===== src/rtl/quad_step_decoder.sv =====
// Quadrature A/B front end: synchronise and glitch-filter both phases, decode Gray-code
// quarter-steps, and emit one ENABLE pulse (with UPDN direction) per EDGES_PER_STEP steps.
module quad_step_decoder #(
    parameter int unsigned FILTER_CYCLES  = 4,
    parameter int unsigned EDGES_PER_STEP = 4
) (
    input  logic       clk,
    input  logic       RST,
    input  logic       A_IN,
    input  logic       B_IN,
    input  logic       CLR,
    output logic       ENABLE,
    output logic       UPDN,
    output logic       ERR,
    output logic [1:0] PHASE
);
    localparam logic [7:0]        FiltLast = 8'(FILTER_CYCLES - 1);
    localparam logic signed [3:0] AccPos   = 4'(EDGES_PER_STEP - 1);
    localparam logic signed [3:0] AccNeg   = -AccPos;

    typedef enum logic {StInit, StTrack} state_e;

    logic [1:0]        s1_q, s2_q, filt_q, filt_d, upd;
    logic [7:0]        cnt_q [2];
    logic [7:0]        cnt_d [2];
    logic              idle;
    state_e            state_q;
    logic [1:0]        prev_q, delta;
    logic signed [3:0] acc_q;
    logic [7:0]        idle_cnt_q;

    function automatic logic [1:0] gray_idx(input logic [1:0] p);
        return {p[1], p[1] ^ p[0]};
    endfunction

    always_comb begin
        filt_d = filt_q;
        upd    = '0;
        for (int i = 0; i < 2; i++) begin
            cnt_d[i] = cnt_q[i] + 8'd1;
            if (s2_q[i] == filt_q[i]) begin
                cnt_d[i] = '0;
            end else if (cnt_q[i] == FiltLast) begin
                filt_d[i] = s2_q[i];
                cnt_d[i]  = '0;
                upd[i]    = 1'b1;
            end
        end
    end

    assign idle  = (cnt_q[0] == '0) && (cnt_q[1] == '0) && (s2_q == filt_q);
    // Modulo-4 distance along the forward sequence: 1 = +1, 3 = -1, 2 = both bits flipped.
    assign delta = gray_idx(filt_q) - gray_idx(prev_q);
    assign PHASE = filt_q;

    always_ff @(posedge clk or negedge RST) begin
        if (!RST) begin
            s1_q     <= '0;
            s2_q     <= '0;
            filt_q   <= '0;
            cnt_q[0] <= '0;
            cnt_q[1] <= '0;
        end else begin
            s1_q   <= {A_IN, B_IN};
            s2_q   <= s1_q;
            filt_q <= filt_d;
            cnt_q  <= cnt_d;
        end
    end

    always_ff @(posedge clk or negedge RST) begin
        if (!RST) begin
            state_q    <= StInit;
            prev_q     <= '0;
            acc_q      <= '0;
            idle_cnt_q <= '0;
            ENABLE     <= 1'b0;
            UPDN       <= 1'b0;
            ERR        <= 1'b0;
        end else begin
            ENABLE <= 1'b0;
            ERR    <= 1'b0;
            case (state_q)
                StInit: begin
                    // Seed prev with the value PHASE takes on this edge so entry never counts.
                    if ((|upd) || (idle && (idle_cnt_q == FiltLast))) begin
                        prev_q     <= filt_d;
                        idle_cnt_q <= '0;
                        state_q    <= StTrack;
                    end else if (idle) begin
                        idle_cnt_q <= idle_cnt_q + 8'd1;
                    end else begin
                        idle_cnt_q <= '0;
                    end
                end
                StTrack: begin
                    prev_q <= filt_q;
                    case (delta)
                        2'd1: begin
                            if (acc_q == AccPos) begin
                                acc_q <= '0;
                                if (!CLR) begin
                                    ENABLE <= 1'b1;
                                    UPDN   <= 1'b1;
                                end
                            end else begin
                                acc_q <= acc_q + 4'sd1;
                            end
                        end
                        2'd3: begin
                            if (acc_q == AccNeg) begin
                                acc_q <= '0;
                                if (!CLR) begin
                                    ENABLE <= 1'b1;
                                    UPDN   <= 1'b0;
                                end
                            end else begin
                                acc_q <= acc_q - 4'sd1;
                            end
                        end
                        2'd2: begin
                            ERR   <= 1'b1;
                            acc_q <= '0;
                        end
                        default: ;
                    endcase
                end
                default: state_q <= StInit;
            endcase
            if (CLR) begin
                acc_q <= '0;
            end
        end
    end
endmodule


===== config.mk =====
export PLATFORM = sky130hd
export DESIGN_NAME = quad_step_decoder
export DESIGN_NICKNAME = d
export VERILOG_FILES = /design/src/rtl/quad_step_decoder.sv
export SDC_FILE = /design/constraint.sdc
export NUM_CORES = 1
export LEC_CHECK = 0
export CORE_MARGIN = 2
export CORE_UTILIZATION = 40
export CTS_CLUSTER_SIZE = 20
export DETAILED_ROUTE_END_ITERATION = 6
export MAX_ROUTING_LAYER = met4
export PLACE_DENSITY = 0.6
export SYNTH_ARGS = -nofsm -noshare
export SYNTH_HDL_FRONTEND = slang
export SYNTH_SLANG_ARGS = --single-unit

===== constraint.sdc =====
create_clock -name clk -period 2.17 [get_ports clk]
set_input_delay 0.3255 -clock clk [delete_from_list [all_inputs] [get_ports clk]]
set_output_delay 0.3255 -clock clk [all_outputs]
set_load 0.05 [all_outputs]

==> impl_metrics.tcl, run 1 <==
set metrics [dict create \
    slew_headroom_pct 65.3 \
    start_util_pct 41.8 \
    hold_path_class "reg -> reg" \
    grt_max_degree 22 \
    worst_slack_ps -84.5 \
    antenna_found_initial 0 \
    core_mm2 0.00514 \
    yosysSeqAreaShare_pct 46.6 \
    cts_htree_levels 2 \
    syn_area_per_cell_um2 10.1 \
    synth_edf_count 0 \
    period_share_pct 104 \
    clk-insertion-delay-late_ps 290 \
    combPwrFrac_pct 66.1 \
    pwr-share-clk_pct 11.5 \
    worstHoldPathCells 0 \
    grt_pass1_wl_um 7180 \
    synth_warnings 0 \
    yosys-top-cells-area "dfrtp_1, ha_1, xor2_1, mux2_2, nand3_1" \
    final_layout_size_suffix_gt1_share_pct 22.2 \
    power_w 0.00452 \
    vias 1543 \
    viasPerCell 4.93 \
    area_growth_pct 22.4 \
    numCtsBuffers 5 \
    dieArea_mm2 0.00597 \
    routed_wl_um 4040 \
    p_switching_w 0.00195 \
    syn_area_mm2 0.00215 \
    setup_tns_ps -128 \
    finClkSkew_ps 3.89 \
    min-delay-start "s1_q[0]$_DFF_PN0_" \
    wl_per_cell_um 12.9 \
    clock-sinks 40 \
    die_w_um 77.3 \
    holdPathEnd "s2_q[0]$_DFF_PN0_" \
    ios 10 \
    drtIter0Drc 45 \
    worstPathArrival_ps 2440 \
    die_h_um 77.3 \
    power_switching_share_pct 43.0 \
    violations "setup timing" \
    outcome "finished with violations" \
    worst_slew_pin_slew_ps 518 \
    synth_ff_type "dfrtp_1" \
    internal_power_w 0.00257 \
    syn_inst 213 \
    synth_top_area_share_pct 46.6 \
    r2r_setup_slack_ps -80 \
    p_leak_nw 1.17 \
    path_clk_slew_ps 80 \
    drv_slew 0 \
    synth_nets 232 \
    whs_ps 359 \
    rsz0062_at_grt "yes" \
    crit_path_end_kind "flop" \
    p_per_area_mw_per_mm2 1720 \
    seq_power_share_pct 22.5 \
    peakVddDrop_v 0.00143 \
    cts_tree "done" \
    dp_hpwl_um 2930 \
    cp.required_ps 2360 \
    dr.pass1.iters 4 \
    critPathLaunchType "flop" \
    setup_viol 2 \
    grtUsageTotal_pct 15.4 \
    utilization_pct 51.1 \
    antenna_cells 0 \
    drc 0 \
    ant_nets 0 \
    fin_crit_ps 2250 \
    fmax_mhz 444 \
    synthArstFlopShare_pct 100 \
    instances_no_fill 313 \
    grt_pass1_vias 1537 \
    place_congestion 0.770 \
    r2r_end "acc_q[3]$_DFFE_PN0P_" \
    cp_max_fo 3 \
    cts_max_path_buffers 2 \
    synth_top_area_cell "dfrtp_1" \
    synth_common_cells "dfrtp_1, nor2_1, nand3_1" \
    ys_seq_elements 40 \
    root_buffer "clkbuf_8" \
    ff2ff_path_depth 10 \
    rows 26 \
    critPathKind "reg -> reg" \
    dp.cells 303 \
    port_buffers 9 \
    nNetsFinal 261 \
    r2r-start "prev_q[0]$_DFFE_PN0P_" \
    grt_overflow 0 \
    max-cap-violations 0 \
    synth_cell_types 33 \
    yosysMostFrequentCell "dfrtp_1" \
    hold_viol 0 \
]
==> stage by stage <==
stage | worst slack [ps] | instance area, um^2
detailed placement | -99.5 | 2470
global route | -180 | 2630
finish | -84.5 | 2630
floorplan | -266 | 2220
CTS | -67.9 | 2610
global placement | -68.3 | 2470
==> power by group through the flow <==
stage               Sequential, W  Combinational [W]  Clock (W)
CTS                       0.00101            0.00285   0.000537
detailed placement        0.00103            0.00273          0
global route              0.00104            0.00328   0.000571
global placement          0.00102            0.00270          0
floorplan                 0.00115            0.00187          0
finish                    0.00101            0.00299   0.000518
==> layout by cell type (no fill, tap or decap), drive strengths merged, types with 3 or more instances in the layout <==
| cell type | synthesis | final |
|---|---|---|
| dfrtp | 40 | 40 |
| nor2 | 21 | 21 |
| nand3 | 20 | 20 |
| inv | 17 | 17 |
| buf | 2 | 15 |
| ha | 14 | 14 |
| a21oi | 13 | 13 |
| xor2 | 12 | 12 |
| nand2 | 10 | 10 |
| mux2 | 9 | 9 |
| o21ai | 9 | 9 |
| clkdlybuf4s50 | 0 | 8 |
| clkbuf | 0 | 6 |
| and3 | 6 | 6 |
| xnor2 | 6 | 6 |
| nand4 | 4 | 4 |
| nand2b | 4 | 4 |
| and2 | 3 | 3 |
| mux2i | 3 | 3 |
| nor4 | 3 | 3 |
==> timing repair <==
| item | 4_1_cts | 5_1_grt |
|---|---|---|
| hold endpoints to repair | 20 | 0 |
| hold buffers | 1 | 0 |
| pin swaps | 4 | 5 |
| buffers inserted | 1 | 0 |
| setup endpoints to repair | 9 | 5 |
| gates resized for setup | 1 | 8 |
==> flip-flops by register name (all words and copies together), names as in the netlist <==
signal	flops
s1_q	2
PHASE	2
idle_cnt_q	8
cnt_q	16
prev_q	2
acc_q	4
state_q	1
ERR	1
UPDN	1
ENABLE	1
s2_q	2
==> cell type report <==
| class | count | area [um^2] |
|---|---|---|
| clock buffers | 6 | 82.6 |
| clock inverters | 2 | 10.0 |
| fillers | 480 | 2510 |
| inverters | 17 | 63.8 |
| multi-input cells | 154 | 1170 |
| flip-flops and latches | 40 | 1000 |
| well taps | 70 | 87.6 |
| repair buffers | 24 | 213 |
==> worst max path at each step <==
stage	startpoint	endpoint	cells after the start
global route	prev_q[0]$_DFFE_PN0P_	acc_q[3]$_DFFE_PN0P_	10
floorplan	PHASE[1]$_DFF_PN0_	acc_q[3]$_DFFE_PN0P_	10
CTS	PHASE[0]$_DFF_PN0_	acc_q[3]$_DFFE_PN0P_	10
finish	prev_q[0]$_DFFE_PN0P_	acc_q[3]$_DFFE_PN0P_	10
detailed placement	prev_q[0]$_DFFE_PN0P_	acc_q[3]$_DFFE_PN0P_	10
global placement	PHASE[1]$_DFF_PN0_	idle_cnt_q[4]$_DFFE_PN0N_	6
==> logic make-up (layout without fill, tap and decap cells) <==
family / after synthesis / in the layout / share of synthesized area (%)
AND/OR/NAND/NOR: 84 / 84 / 21.3
flip-flops: 40 / 40 / 46.6
AO/OA/AOI/OAI: 26 / 26 / 6.76
buffers and inverters: 19 / 49 / 3.73
XOR/XNOR: 18 / 18 / 7.34
adder cells (fa/ha/maj): 14 / 14 / 8.15
multiplexers: 12 / 12 / 6.12
==> metal layers <==
| layer | wire length [um] | vias up | global-route usage [%] | share of wire (%) |
|---|---|---|---|---|
| li1 | - | 787 | - | - |
| met1 | 2110 | 735 | 21.2 | 52 |
| met2 | 1780 | 16 | 23.1 | 44 |
| met3 | 81 | 5 | 2.82 | 2.0 |
| met4 | 60 | 0 | 4.82 | 1.5 |
| met5 | 0 | - | - | 0 |
==> worst max-delay path: stages (launching register included) <==
cell and delay [ps]:
dfrtp_1 390, xor2_1 170, ha_2 200, xnor2_2 140, xnor2_2 210, ha_2 240
nor2_4 40, or4_4 420, and3_4 190, o21ai_2 100, nand2_1 50
(Power assumes the default switching activity.)
==> run 2: changes to the inputs <==
--- a/config.mk
+++ b/config.mk
@@ -11,6 +11,7 @@
 export DETAILED_ROUTE_END_ITERATION = 6
 export MAX_ROUTING_LAYER = met4
 export PLACE_DENSITY = 0.6
+export RECOVER_POWER = 25
 export SYNTH_ARGS = -nofsm -noshare
 export SYNTH_HDL_FRONTEND = slang
 export SYNTH_SLANG_ARGS = --single-unit
==> constraint.sdc (replaced) <==
create_clock -name clk -period 1.93 [get_ports clk]
set_input_delay 0.2895 -clock clk [delete_from_list [all_inputs] [get_ports clk]]
set_output_delay 0.2895 -clock clk [all_outputs]
set_load 0.05 [all_outputs]
==> run 2 against run 1 <==
- the flow still finishes with violations (setup timing)
- sequential power grew 12%
- via count rose by 5.6%
- count of clock-buffer cells in the layout grew 1
- combinational power up 28%
- routed wire length increased by 9.1%
- clock skew is 4.5 ps higher
- highest routed layer unchanged
- critical path depth rose by 1
==> impl_metrics.tcl, run 2 (synthesis gave the netlist of run 1 again) <==
set metrics [dict create \
    outcome "finished with violations" \
    violations "setup timing" \
    clock-sinks 40 \
    grt_util_met3_pct 3.88 \
    r2r_setup_slack_ps -370 \
    root_buffer "clkbuf_8" \
    cp_max_fo 3 \
    cts_max_path_buffers 2 \
    ios 10 \
    die_h_um 77.3 \
    worst_slew_pin_slew_ps 1040 \
    cts_htree_levels 2 \
    pwr-share-clk_pct 9.9 \
    viasPerCell 4.85 \
    fmax_mhz 435 \
    grt_most_used_layer "met2" \
    cts_tree "done" \
    clk-insertion-delay-late_ps 300 \
    core_mm2 0.00514 \
    holdPathEnd "s2_q[0]$_DFF_PN0_" \
    nNetsFinal 284 \
    port_buffers 9 \
    p_leak_nw 1.32 \
    fin_crit_ps 2300 \
    hold_viol 0 \
    critPathLaunchType "flop" \
    p_switching_w 0.00234 \
    rsz0062_at_grt "yes" \
    place_congestion 0.860 \
    largest-register "cnt_q" \
    grt_use_met1_pct 21.2 \
    die_w_um 77.3 \
    internal_power_w 0.00317 \
    p_per_area_mw_per_mm2 1880 \
    layout_common_cells "dfrtp_1, buf_4, nor2_1, inv_1, nand3_1" \
    final_layout_size_suffix_gt1_share_pct 35.3 \
    drc 0 \
    r2r-start "PHASE[1]$_DFF_PN0_" \
    antenna_cells 0 \
    min-delay-start "s1_q[0]$_DFF_PN0_" \
    setup_viol 14 \
    ant_nets 0 \
    worstHoldPathCells 0 \
    seq_power_share_pct 20.5 \
    power_switching_share_pct 42.5 \
    hold_path_class "reg -> reg" \
    top_regs "cnt_q x16, idle_cnt_q x8, acc_q x4" \
    largest_reg_flops 16 \
    period_share_pct 119 \
    grt_max_degree 20 \
    antenna_found_initial 0 \
    drtIter0Drc 64 \
    numCtsBuffers 5 \
    max-cap-violations 0 \
    peakVddDrop_v 0.00166 \
    grt_pass1_vias 1622 \
    met2_usage_pct 25.0 \
    dp_slack_ps -388 \
    finClkSkew_ps 8.35 \
    r2r_end "acc_q[0]$_DFFE_PN0P_" \
    crit_path_top_delay_cell "dfrtp_2" \
    dp_hpwl_um 3000 \
    cp.required_ps 2110 \
    start_util_pct 41.8 \
    worst_slack_ps -367 \
    dp.cells 317 \
    crit_path_end_kind "flop" \
    critPathKind "reg -> reg" \
    drv_slew 0 \
    dieArea_mm2 0.00597 \
    combPwrFrac_pct 69.6 \
    cpPeakStageDelay_ps 420 \
    rows 26 \
    worstPathArrival_ps 2480 \
    vias 1630 \
    grt_overflow 0 \
    wl_per_cell_um 13.1 \
    path_cells "xnor2_1 > ha_2 > xnor2_2 > xnor2_2 > ha_2 > buf_4 > buf_4 > or2_4 > nand2b_4 > a21oi_2 > mux2_4" \
    whs_ps 353 \
    area_growth_pct 36.5 \
    slew_headroom_pct 30.4 \
    path_clk_slew_ps 80 \
    routed_wl_um 4400 \
    instances_no_fill 336 \
    grt_pass1_wl_um 7440 \
    dr.pass1.iters 4 \
    ff2ff_path_depth 11 \
    final_common_cell "dfrtp_1" \
    grtUsageTotal_pct 16.3 \
]
-- run 2: power groups by stage --
| stage | clock network (W) | logic [W] | registers, W |
|---|---|---|---|
| after global placement | 0 | 0.00317 | 0.00113 |
| after CTS | 0.000570 | 0.00363 | 0.00113 |
| after global routing | 0.000595 | 0.00416 | 0.00116 |
| after detailed placement | 0 | 0.00323 | 0.00114 |
| after floorplan | 0 | 0.00211 | 0.00129 |
| final | 0.000546 | 0.00384 | 0.00113 |
-- run 2: worst max path at each step --
stage / slack [ps] / endpoint / start
detailed placement: -390 / acc_q[3]$_DFFE_PN0P_ / prev_q[0]$_DFFE_PN0P_
global route: -460 / acc_q[3]$_DFFE_PN0P_ / PHASE[1]$_DFF_PN0_
floorplan: -510 / acc_q[3]$_DFFE_PN0P_ / PHASE[1]$_DFF_PN0_
global placement: -310 / acc_q[3]$_DFFE_PN0P_ / PHASE[0]$_DFF_PN0_
finish: -370 / acc_q[0]$_DFFE_PN0P_ / PHASE[1]$_DFF_PN0_
CTS: -350 / acc_q[3]$_DFFE_PN0P_ / prev_q[0]$_DFFE_PN0P_
-- run 2: critical path, delay by kind of cell (launching register included) --
kind	cells	cell delay [ps]
AOI/OAI and AO/OA	1	40
and+or+nand+nor	2	360
buffers and inverters	2	260
xor gates and xnor gates	3	440
adders and majority gates	2	410
muxes	1	250
DFF	1	420
-- run 2: layout make-up --
class                      instances  area [um^2]
sequential                        40         1000
clock buffer                       7         76.3
inverter                          17         66.3
timing repair buffer              47          407
fill                             476         2210
clock inverter                     1         5.00
multi-input combinational        154         1290
tap                               70         87.6
-- run 2: timing repair --
item,in CTS,in global routing
pin swaps,12,8
hold buffers,1,0
cloned,1,0
setup endpoints to repair,13,16
hold endpoints to repair,17,0
buffers inserted,3,8
resized for setup,25,19
-- run 2: layer usage --
| metal | vias up | routed length [um] |
|---|---|---|
| li1 | 834 | - |
| met1 | 780 | 2180 |
| met2 | 11 | 2080 |
| met3 | 5 | 77 |
| met4 | 0 | 68 |
| met5 | - | 0 |
-- run 2: per-stage QoR --
step | TNS (ps) | total power, W | area (um^2) | util [%]
finish | -2390 | 0.00551 | 2930 | 57.0
global route | -3750 | 0.00591 | 2930 | 57.0
CTS | -2850 | 0.00533 | 2830 | 55.0
detailed placement | -1480 | 0.00437 | 2590 | 50.4
global placement | -1140 | 0.00431 | 2590 | 50.4
floorplan | -1500 | 0.00340 | 2220 | -
==> run 3: changes to the inputs <==
--- a/config.mk
+++ b/config.mk
@@ -5,13 +5,13 @@
 export SDC_FILE = /design/constraint.sdc
 export NUM_CORES = 1
 export LEC_CHECK = 0
-export CORE_MARGIN = 2
+export CORE_MARGIN = 4
 export CORE_UTILIZATION = 40
 export CTS_CLUSTER_SIZE = 20
 export DETAILED_ROUTE_END_ITERATION = 6
 export MAX_ROUTING_LAYER = met4
 export PLACE_DENSITY = 0.6
-export RECOVER_POWER = 25
+export SETUP_SLACK_MARGIN = 0.5
 export SYNTH_ARGS = -nofsm -noshare
 export SYNTH_HDL_FRONTEND = slang
 export SYNTH_SLANG_ARGS = --single-unit
==> run 3 against run 2 <==
- the run still ends with setup timing left
- critical path depth fell by 1
- count of clock-buffer cells in the layout down 1
- final cell count shrank 1.2%
- total power down 1.3%
- first-iteration DRC count decreased by 52%
- sequential cell count unchanged
- fmax grew 1.0%
- core utilization fell by 1.3 points
- design area decreased by 1.7%
- highest routed layer unchanged
==> impl_metrics.tcl, run 3 (synthesis gave the netlist of run 1 again) <==
set metrics [dict create \
    drtIter0Drc 31 \
    rows 26 \
    p_per_area_mw_per_mm2 1890 \
    nNetsFinal 280 \
    dieArea_mm2 0.00661 \
    p_leak_nw 1.30 \
    dr.pass1.iters 4 \
    critPathKind "reg -> reg" \
    routed_wl_um 4370 \
    core_mm2 0.00517 \
    cts_tree "done" \
    cts_max_path_buffers 2 \
    instances_no_fill 332 \
    outcome "finished with violations" \
    vias 1641 \
    dp.cells 313 \
    clk-insertion-delay-late_ps 290 \
    antenna_found_initial 0 \
    grtUsageTotal_pct 14.8 \
    peakVddDrop_v 0.00150 \
    die_h_um 81.3 \
    power_w 0.00544 \
    fmax_mhz 440 \
    violations "setup timing" \
    area_growth_pct 34.1 \
    final_common_cell "dfrtp_1" \
    finClkSkew_ps 5.20 \
    largest_reg_flops 16 \
    num-fill-cells 445 \
    dp_hpwl_um 2900 \
    grt_pass1_vias 1611 \
    hold_path_class "in -> async" \
    period_share_pct 118 \
    top_regs "cnt_q x16, idle_cnt_q x8, acc_q x4" \
    grt_overflow 0 \
    hold_viol 0 \
    cp.required_ps 2120 \
    dp_slack_ps -374 \
    start_util_pct 41.5 \
    worstPathArrival_ps 2460 \
    path_clk_slew_ps 80 \
    rsz0062_at_grt "yes" \
    grt_max_degree 28 \
    place_congestion 0.854 \
    cp_max_fo 4 \
    final_cell_area_mm2 0.00288 \
    port_buffers 9 \
    place_area_mm2 0.00257 \
    worst_slack_ps -344 \
    slew_headroom_pct 57.8 \
    ios 10 \
    drc 0 \
    cts_htree_levels 2 \
    r2r_setup_slack_ps -340 \
    setup_viol 15 \
    wl_per_cell_um 13.2 \
    critPathLaunchType "flop" \
    numCtsBuffers 5 \
    fin_crit_ps 2270 \
    clock-sinks 40 \
    worst_slew_pin_slew_ps 634 \
    largest-register "cnt_q" \
    antenna_cells 0 \
    final_layout_size_suffix_gt1_share_pct 35.9 \
    cts_hold_buf 0 \
    root_buffer "clkbuf_8" \
    viasPerCell 4.94 \
    crit_path_end_kind "flop" \
    grt_pass1_wl_um 7310 \
    max-cap-violations 0 \
    layout_common_cells "dfrtp_1, buf_4, nor2_1, nand3_1, inv_1" \
    ff2ff_path_depth 10 \
    die_w_um 81.3 \
    drv_slew 0 \
    ant_nets 0 \
]
==> run 3: cell count changes in the layout (fill, tap and decap cells not counted), sizes merged <==
cell / change
clkinv: +1
clkdlybuf4s50: -2
dlygate4sd2: -1
clkbuf: -2
dlygate4sd3: -3
clkdlybuf4s15: +3
==> run 3: path summary, 6_finish.rpt <==
path                                        from                    to
setup / recovery           prev_q[0]$_DFFE_PN0P_  acc_q[3]$_DFFE_PN0P_
hold / removal                               RST    cnt_q[5]$_DFF_PN0_
setup reg to reg           prev_q[0]$_DFFE_PN0P_  acc_q[3]$_DFFE_PN0P_
hold reg to reg                s1_q[0]$_DFF_PN0_     s2_q[0]$_DFF_PN0_
max in group asynchronous                    RST    cnt_q[2]$_DFF_PN0_
min in group clk               s1_q[0]$_DFF_PN0_     s2_q[0]$_DFF_PN0_
==> run 3: final cells by class <==
type	count	area, um^2	share of cell area (%)
Inverter	17	63.8	2.21
Sequential cell	40	1010	34.9
Multi-Input combinational cell	154	1250	43.6
Timing Repair Buffer	43	377	13.1
Clock buffer	6	82.6	2.87
Clock inverter	2	10.0	0.347
Tap cell	70	87.6	3.04
==> run 3: power breakdown <==
group / switching, W / leakage (nW) / internal (W) / total, W
registers: 0.000129 / 0.520 / 0.00100 / 0.00113
logic: 0.00182 / 0.733 / 0.00190 / 0.00372
clock network: 0.000299 / 0.0510 / 0.000286 / 0.000585
total: 0.00225 / 1.30 / 0.00319 / 0.00544
==> run 3: stage by stage <==
step / util, % / hold slack (ps) / TNS [ps]
2_1_floorplan: - / -6.09 / -1500
3_3_place_gp: 49.7 / 334 / -1240
3_5_place_dp: 49.7 / 336 / -1430
4_1_cts: 53.7 / 19.0 / -2940
5_1_grt: 55.7 / 43.0 / -3370
6_report: 55.7 / 4.45 / -1950
==> run 3: worst max-delay path, stage by stage (launching register included) <==
cell     delay (ps)
dfrtp_1         390
xor2_1          170
ha_2            180
xnor2_2         140
xnor2_2         230
ha_2            260
nor2_4           40
or4_4           410
and3_1          180
o21ai_1         110
nand2_1          60
==> run 3: what timing repair did <==
action,in CTS,in global routing
endpoints found under the setup margin,36,35
cloned,1,0
resized for setup,28,18
setup buffers,3,7
pin swaps,5,3
==> run 3: routing by layer <==
metal  vias up  part of all wire [%]  global-route usage [%]
met5         -                     0                       -
met4         0                   1.3                    5.07
met3         5                   2.6                    3.66
met2        23                    46                    21.7
met1       790                    50                    19.9
li1        823                     -                       -
==> patch 1: new RTL, config.mk and constraints of run 3 <==
Register the output `UPDN` once more, with the module's reset; this adds one clock of latency there. The other outputs are not delayed to match.
--- a/src/rtl/quad_step_decoder.sv
+++ b/src/rtl/quad_step_decoder.sv
@@ -21,2 +21,4 @@
     typedef enum logic {StInit, StTrack} state_e;
+
+    logic UPDN_s0;
 
@@ -77,3 +79,3 @@
             ENABLE     <= 1'b0;
-            UPDN       <= 1'b0;
+            UPDN_s0    <= 1'b0;
             ERR        <= 1'b0;
@@ -103,3 +105,3 @@
                                     ENABLE <= 1'b1;
-                                    UPDN   <= 1'b1;
+                                    UPDN_s0 <= 1'b1;
                                 end
@@ -114,3 +116,3 @@
                                     ENABLE <= 1'b1;
-                                    UPDN   <= 1'b0;
+                                    UPDN_s0 <= 1'b0;
                                 end
@@ -134,2 +136,10 @@
     end
+    always_ff @(posedge clk or negedge RST) begin
+        if (!RST) begin
+            UPDN <= '0;
+        end else begin
+            UPDN <= UPDN_s0;
+        end
+    end
+
 endmodule
Formal check against the unedited RTL: same outputs for any inputs over 10 cycles, from zero or initial values and one cycle with RST low; that may be too few to reach the edited logic, so the function may still have changed.
==> patch 1 against run 3 <==
Total power up 10%. Final cell count is 2.7% higher. Sequential cell count increased by 1. Worst hold slack improved by 0.35 ns. The flow still finishes with violations (setup timing). Critical endpoint unchanged. Largest power group unchanged. Global-route usage is 1.9 points higher. Routed wire length is 8.0% higher. Maximum frequency decreased by 0.42%. Highest routed layer unchanged. Area after synthesis up 1.2%. Setup slack worse by 0.0096 ns. Design area is 6.9% higher.
==> patch 1: results (changes against run 3) <==
* Status: complete, but fails checks
* Failing checks: setup timing
* Post-Place Cell Area at 2630 sq um (+2.2%)
* DR WL/cell at 13.8 um (+5.2%)
* Max incr delay on CP at 0.43 ns (+0.02 ns)
* Sw power at 2.48 mW (+11%)
* Peak supply drop at 1.38 mV (-8.0%)
* Mapped Nets at 233 (+0.43%)
* Least-Margin Pin Slew at 0.425 ns (-0.208 ns)
* Leakage power at 1.38 nW (+5.9%)
* Crit path DAT at 2.48 ns (+0.02 ns)
* Place WS at -0.366 ns (+0.00793 ns)
* Slowest stage cell on the critical path: dfrtp_2
* Post-DP HPWL at 3070 um (+5.8%)
* Endpoints failing setup at 12 (-3)
* Synth area leaders: dfrtp_1 47%, ha_1 8.1%, xor2_1 4.8%
* Vias at 1707 (+4.0%)
* Post-synth top cells: 41 x dfrtp_1, 21 x nor2_1, 20 x nand3_1
* Largest net degree at the start of global routing at 19 (-32%)
* Filler instances at 418 (-6.1%)
* Share of the synthesized area in the top cell type at 47.2% (+0.61 points)
* Ratio of cells with drive above 1 in the final layout at 40.6% (+4.7 points)
* Worst Clk Skew at 0.00870 ns (+0.00351 ns)
* Final worst slack at -0.353 ns (-0.00957 ns)
* Synthesis Warnings at 0 (unchanged)
* NumNets Final at 289 (+3.2%)
* CP Max Fanout at 3 (-1)
* GP Congestion at 0.809 (-5.3%)
## patch 1: cell types whose count changed after synthesis
cell | before | now
dfrtp_1 | 40 | 41
## patch 1: area by class of cell
class | count | area, sq um | share of cell area, %
Inverter | 17 | 63.8 | 2.07
Sequential cell | 41 | 1030 | 33.4
Multi-Input combinational cell | 154 | 1350 | 43.9
Clock buffer | 5 | 68.8 | 2.23
Clock inverter | 3 | 46.3 | 1.50
Timing Repair Buffer | 51 | 433 | 14.1
Tap cell | 70 | 87.6 | 2.84
## patch 1: cell families (layout without fill, tap and decap cells)
kind of cell / count (synthesis) / count (layout) / synth area share [%]
XOR/XNOR: 18 / 18 / 7.25
AND/OR/NAND/NOR: 84 / 84 / 21.1
AO/OA/AOI/OAI: 26 / 26 / 6.68
multiplexers: 12 / 12 / 6.05
buffers and inverters: 19 / 76 / 3.68
flip-flops: 41 / 41 / 47.2
adder cells (fa/ha/maj): 14 / 14 / 8.06
## patch 1: what timing repair did
action                                 CTS  global route
cloned                                   1             0
resized for setup                       47            28
pin swaps                               13             4
endpoints found under the hold margin   10             0
setup buffers                            7             4
setup endpoints to repair               38            29
hold buffers                             1             0
## patch 1: worst paths after layout
path	to	startpoint	cells past startpoint	slack [ns]
max in group asynchronous	PHASE[1]	RST	3	1.00
max	acc_q[3]	PHASE[0]	10	-0.35
max reg2reg	acc_q[3]	PHASE[0]	10	-0.35
min reg2reg	s2_q[1]	s1_q[1]	0	0.35
min in group asynchronous	s1_q[0]	RST	2	0.38
min	s2_q[1]	s1_q[1]	0	0.35
## patch 1: through the flow
stage / TNS, ns / util, % / cells
final: -1.59 / 59.5 / 341
after global routing: -2.88 / 59.5 / 341
after CTS: -1.94 / 56.6 / 337
after detailed placement: -1.45 / 50.8 / 320
after global placement: -1.23 / 50.8 / 320
after floorplan: -1.50 / - / 214
## patch 1: power by group through the flow
stage / clock network (mW) / registers (mW) / logic, mW
floorplan: 0 / 1.32 / 2.12
global placement: 0 / 1.19 / 3.18
detailed placement: 0 / 1.20 / 3.21
CTS: 0.729 / 1.18 / 3.73
global route: 0.762 / 1.22 / 4.53
finish: 0.699 / 1.19 / 4.11
## patch 1: layer usage
layer / GRT usage, % / wire length [um] / vias up
met4: 8.97 / 119 / 0
met3: 3.62 / 140 / 9
met5: - / 0 / -
met2: 26.5 / 2280 / 22
li1: - / - / 845
met1: 19.8 / 2180 / 831
## patch 1: worst max-delay path: cells and delay by family (launching register included)
family	cells	cell delay, ns
DFF	1	0.43
AOI/OAI and AO/OA	1	0.10
and+or+nand+nor	4	0.72
xor gates and xnor gates	3	0.49
adders and majority gates	2	0.44
==> patch 2: new RTL, settings of run 3 <==
Without the edit above. Add an input register stage for `A_IN`, `B_IN` and `CLR`; this delays them by one clock.
--- a/src/rtl/quad_step_decoder.sv
+++ b/src/rtl/quad_step_decoder.sv
@@ -21,2 +21,12 @@
     typedef enum logic {StInit, StTrack} state_e;
+
+    logic A_IN_q;
+    logic B_IN_q;
+    logic CLR_q;
+
+    always_ff @(posedge clk) begin
+        A_IN_q <= A_IN;
+        B_IN_q <= B_IN;
+        CLR_q  <= CLR;
+    end
 
@@ -63,3 +73,3 @@
         end else begin
-            s1_q   <= {A_IN, B_IN};
+            s1_q   <= {A_IN_q, B_IN_q};
             s2_q   <= s1_q;
@@ -101,3 +111,3 @@
                                 acc_q <= '0;
-                                if (!CLR) begin
+                                if (!CLR_q) begin
                                     ENABLE <= 1'b1;
@@ -112,3 +122,3 @@
                                 acc_q <= '0;
-                                if (!CLR) begin
+                                if (!CLR_q) begin
                                     ENABLE <= 1'b1;
@@ -129,3 +139,3 @@
             endcase
-            if (CLR) begin
+            if (CLR_q) begin
                 acc_q <= '0;
Formal check against the unedited RTL: not equivalent (a bounded check fails within 10 cycles, from zero or initial values and one cycle with RST low).
==> patch 2 against run 3 <==
Final cell count decreased by 4.8%. Total power decreased by 20%. Area after synthesis decreased by 0.87%. Combinational power decreased by 35%. Setup slack improved by 0.44 ns. Design area decreased by 4.7%. Critical path depth decreased by 3. Routed wire length decreased by 11%. Sequential cell count increased by 3. Critical path type unchanged.
==> patch 2: results (changes against run 3) <==
* H-Tree Depth at 2 (unchanged)
* GP Congestion at 0.766 (-10%)
* Leakage power at 1.23 nW (-5.8%)
* Clock Pin Slew Worst Setup and Hold Paths at 0.09 ns
* Synth cell types at 38 (+15%)
* Crit path DAT at 2.06 ns (-0.40 ns)
* Vias in the first global route at 1532 (-4.9%)
* Mapped Nets at 224 (-3.4%)
* Aggregate global-route resource usage at 14.5% (-0.27 points)
* FFs w/ async S/R, synth at 93.0% (-7.0 points)
* Worst reg2reg endpoint: acc_q[0]
* Post-synth top cells: 40 x dfrtp_1, 28 x nor2_1, 21 x nand3_1
* WHS Endpoint: s1_q[0]
* Reg2reg setup slack at 0.1 ns (+0.44 ns)
* Hold Crit Class: reg2reg
* First-pass GRT wire length at 7110 um (-2.7%)
* Worst Reg-to-Reg Cells at 7 (-3)
* Antenna Cells at 0 (unchanged)
* Starting DRT DRC Count at 60 (+94%)
* Inst Count DP at 299 (-4.5%)
* CP Max Fanout at 5 (+1)
* Post-synthesis sequential area ratio at 49.8% (+3.2 points)
* Filler instances at 475 (+6.7%)
* Post-DP HPWL at 2690 um (-7.3%)
* NumNets Final at 259 (-7.5%)
* HP Start: B_IN_q
* # port buffers at 9 (unchanged)
* Post-Syn Instances at 210 (-1.4%)
* # rows at 26 (unchanged)
* Synth area leaders: dfrtp_1 47%, ha_1 5.3%, nand3_1 4.9%
* Post-Place Cell Area at 2440 sq um (-4.8%)
* Status: complete, no violations
* Least-Margin Pin Slew at 0.484 ns (-0.150 ns)
* WL final at 3880 um (-11%)
* Worst setup path startpoint: PHASE[1]
* Final std cells w/o fill at 316 (-4.8%)
* Worst-Skew Late Latency at 0.30 ns
* Initial antenna violation count at 0 (unchanged)
* Largest net degree at the start of global routing at 22 (-21%)
* Drt first pass iters at 4 (unchanged)
* Peak supply drop at 1.06 mV (-29%)
* Via-to-Cell Ratio at 4.84 (-2.0%)
* Ratio of cells with drive above 1 in the final layout at 31.3% (-4.6 points)
* Worst Clk Skew at 0.00784 ns (+0.00265 ns)
* CTS root buffer: clkbuf_8
patch 2: cell count changes after synthesis, sizes merged, moves of 3 or more:
cell,delta
nor2,+7
ha,-5
inv,-4
dfxtp,+3
nand2b,-3
nand4,-3
patch 2: metal layers:
layer | wire [um] | vias to the layer above | global-route usage, %
met3 | 117 | 6 | 3.33
li1 | - | 785 | -
met4 | 73 | 0 | 6.08
met5 | 0 | - | -
met1 | 1940 | 720 | 19.7
met2 | 1750 | 19 | 20.9
patch 2: worst max-delay path, stage by stage, from the launching register on:
cell and delay (ns):
dfrtp_2 0.46, xnor2_2 0.16, ha_2 0.19, xnor3_2 0.33, nand3_2 0.11, o21ai_4 0.06
or3_1 0.32, a21oi_2 0.13
patch 2: cells by family after synthesis:
| kind of cell | share of synthesized area (%) |
|---|---|
| AND/OR/NAND/NOR | 21.0 |
| flip-flops | 49.8 |
| AO/OA/AOI/OAI | 6.93 |
| XOR/XNOR | 8.87 |
| buffers and inverters | 3.47 |
| multiplexers | 4.64 |
| adder cells (fa/ha/maj) | 5.29 |
patch 2: power by group:
group          total [mW]  switching (mW)  internal (mW)
Combinational        2.41            1.23           1.18
Clock               0.723           0.331          0.392
Sequential           1.23           0.166           1.07
patch 2: worst max path at each step:
stage / slack [ns] / end
2_1_floorplan: 0.08 / idle_cnt_q[6]
3_3_place_gp: 0.08 / idle_cnt_q[0]
3_5_place_dp: 0.04 / idle_cnt_q[6]
4_1_cts: 0.11 / acc_q[0]
5_1_grt: -0.02 / idle_cnt_q[6]
6_report: 0.1 / acc_q[0]
patch 2: stage by stage:
| step | power [mW] | utilization [%] | setup WS, ns | TNS (ns) | hold slack [ns] |
|---|---|---|---|---|---|
| after floorplan | 2.85 | - | 0.0754 | 0 | -0.00609 |
| after global placement | 3.35 | 47.6 | 0.0829 | 0 | 0.284 |
| after detailed placement | 3.37 | 47.6 | 0.0416 | 0 | 0.289 |
| after CTS | 4.26 | 52.0 | 0.114 | 0 | 0.334 |
| after global routing | 4.72 | 53.4 | -0.0153 | -0.0227 | 0.336 |
| final | 4.37 | 53.4 | 0.0991 | 0 | 0.332 |
patch 2: final cells by class:
cell class              count  area, sq um  area share, %
flip-flops and latches     43         1070           38.8
well taps                  70         87.6           3.19
repair buffers             32          275           10.0
multi-input cells         150         1150           42.0
clock inverters             3         47.5           1.73
clock buffers               5         68.8           2.51
inverters                  13         48.8           1.78
patch 2: timing repair:
| action | 4_1_cts | 5_1_grt |
|---|---|---|
| pin swaps | 1 | 5 |
| hold buffers | 1 | 0 |
| resized for setup | 27 | 14 |
| endpoints found under the setup margin | 38 | 36 |
| endpoints found under the hold margin | 19 | 0 |
| buffers inserted | 6 | 2 |
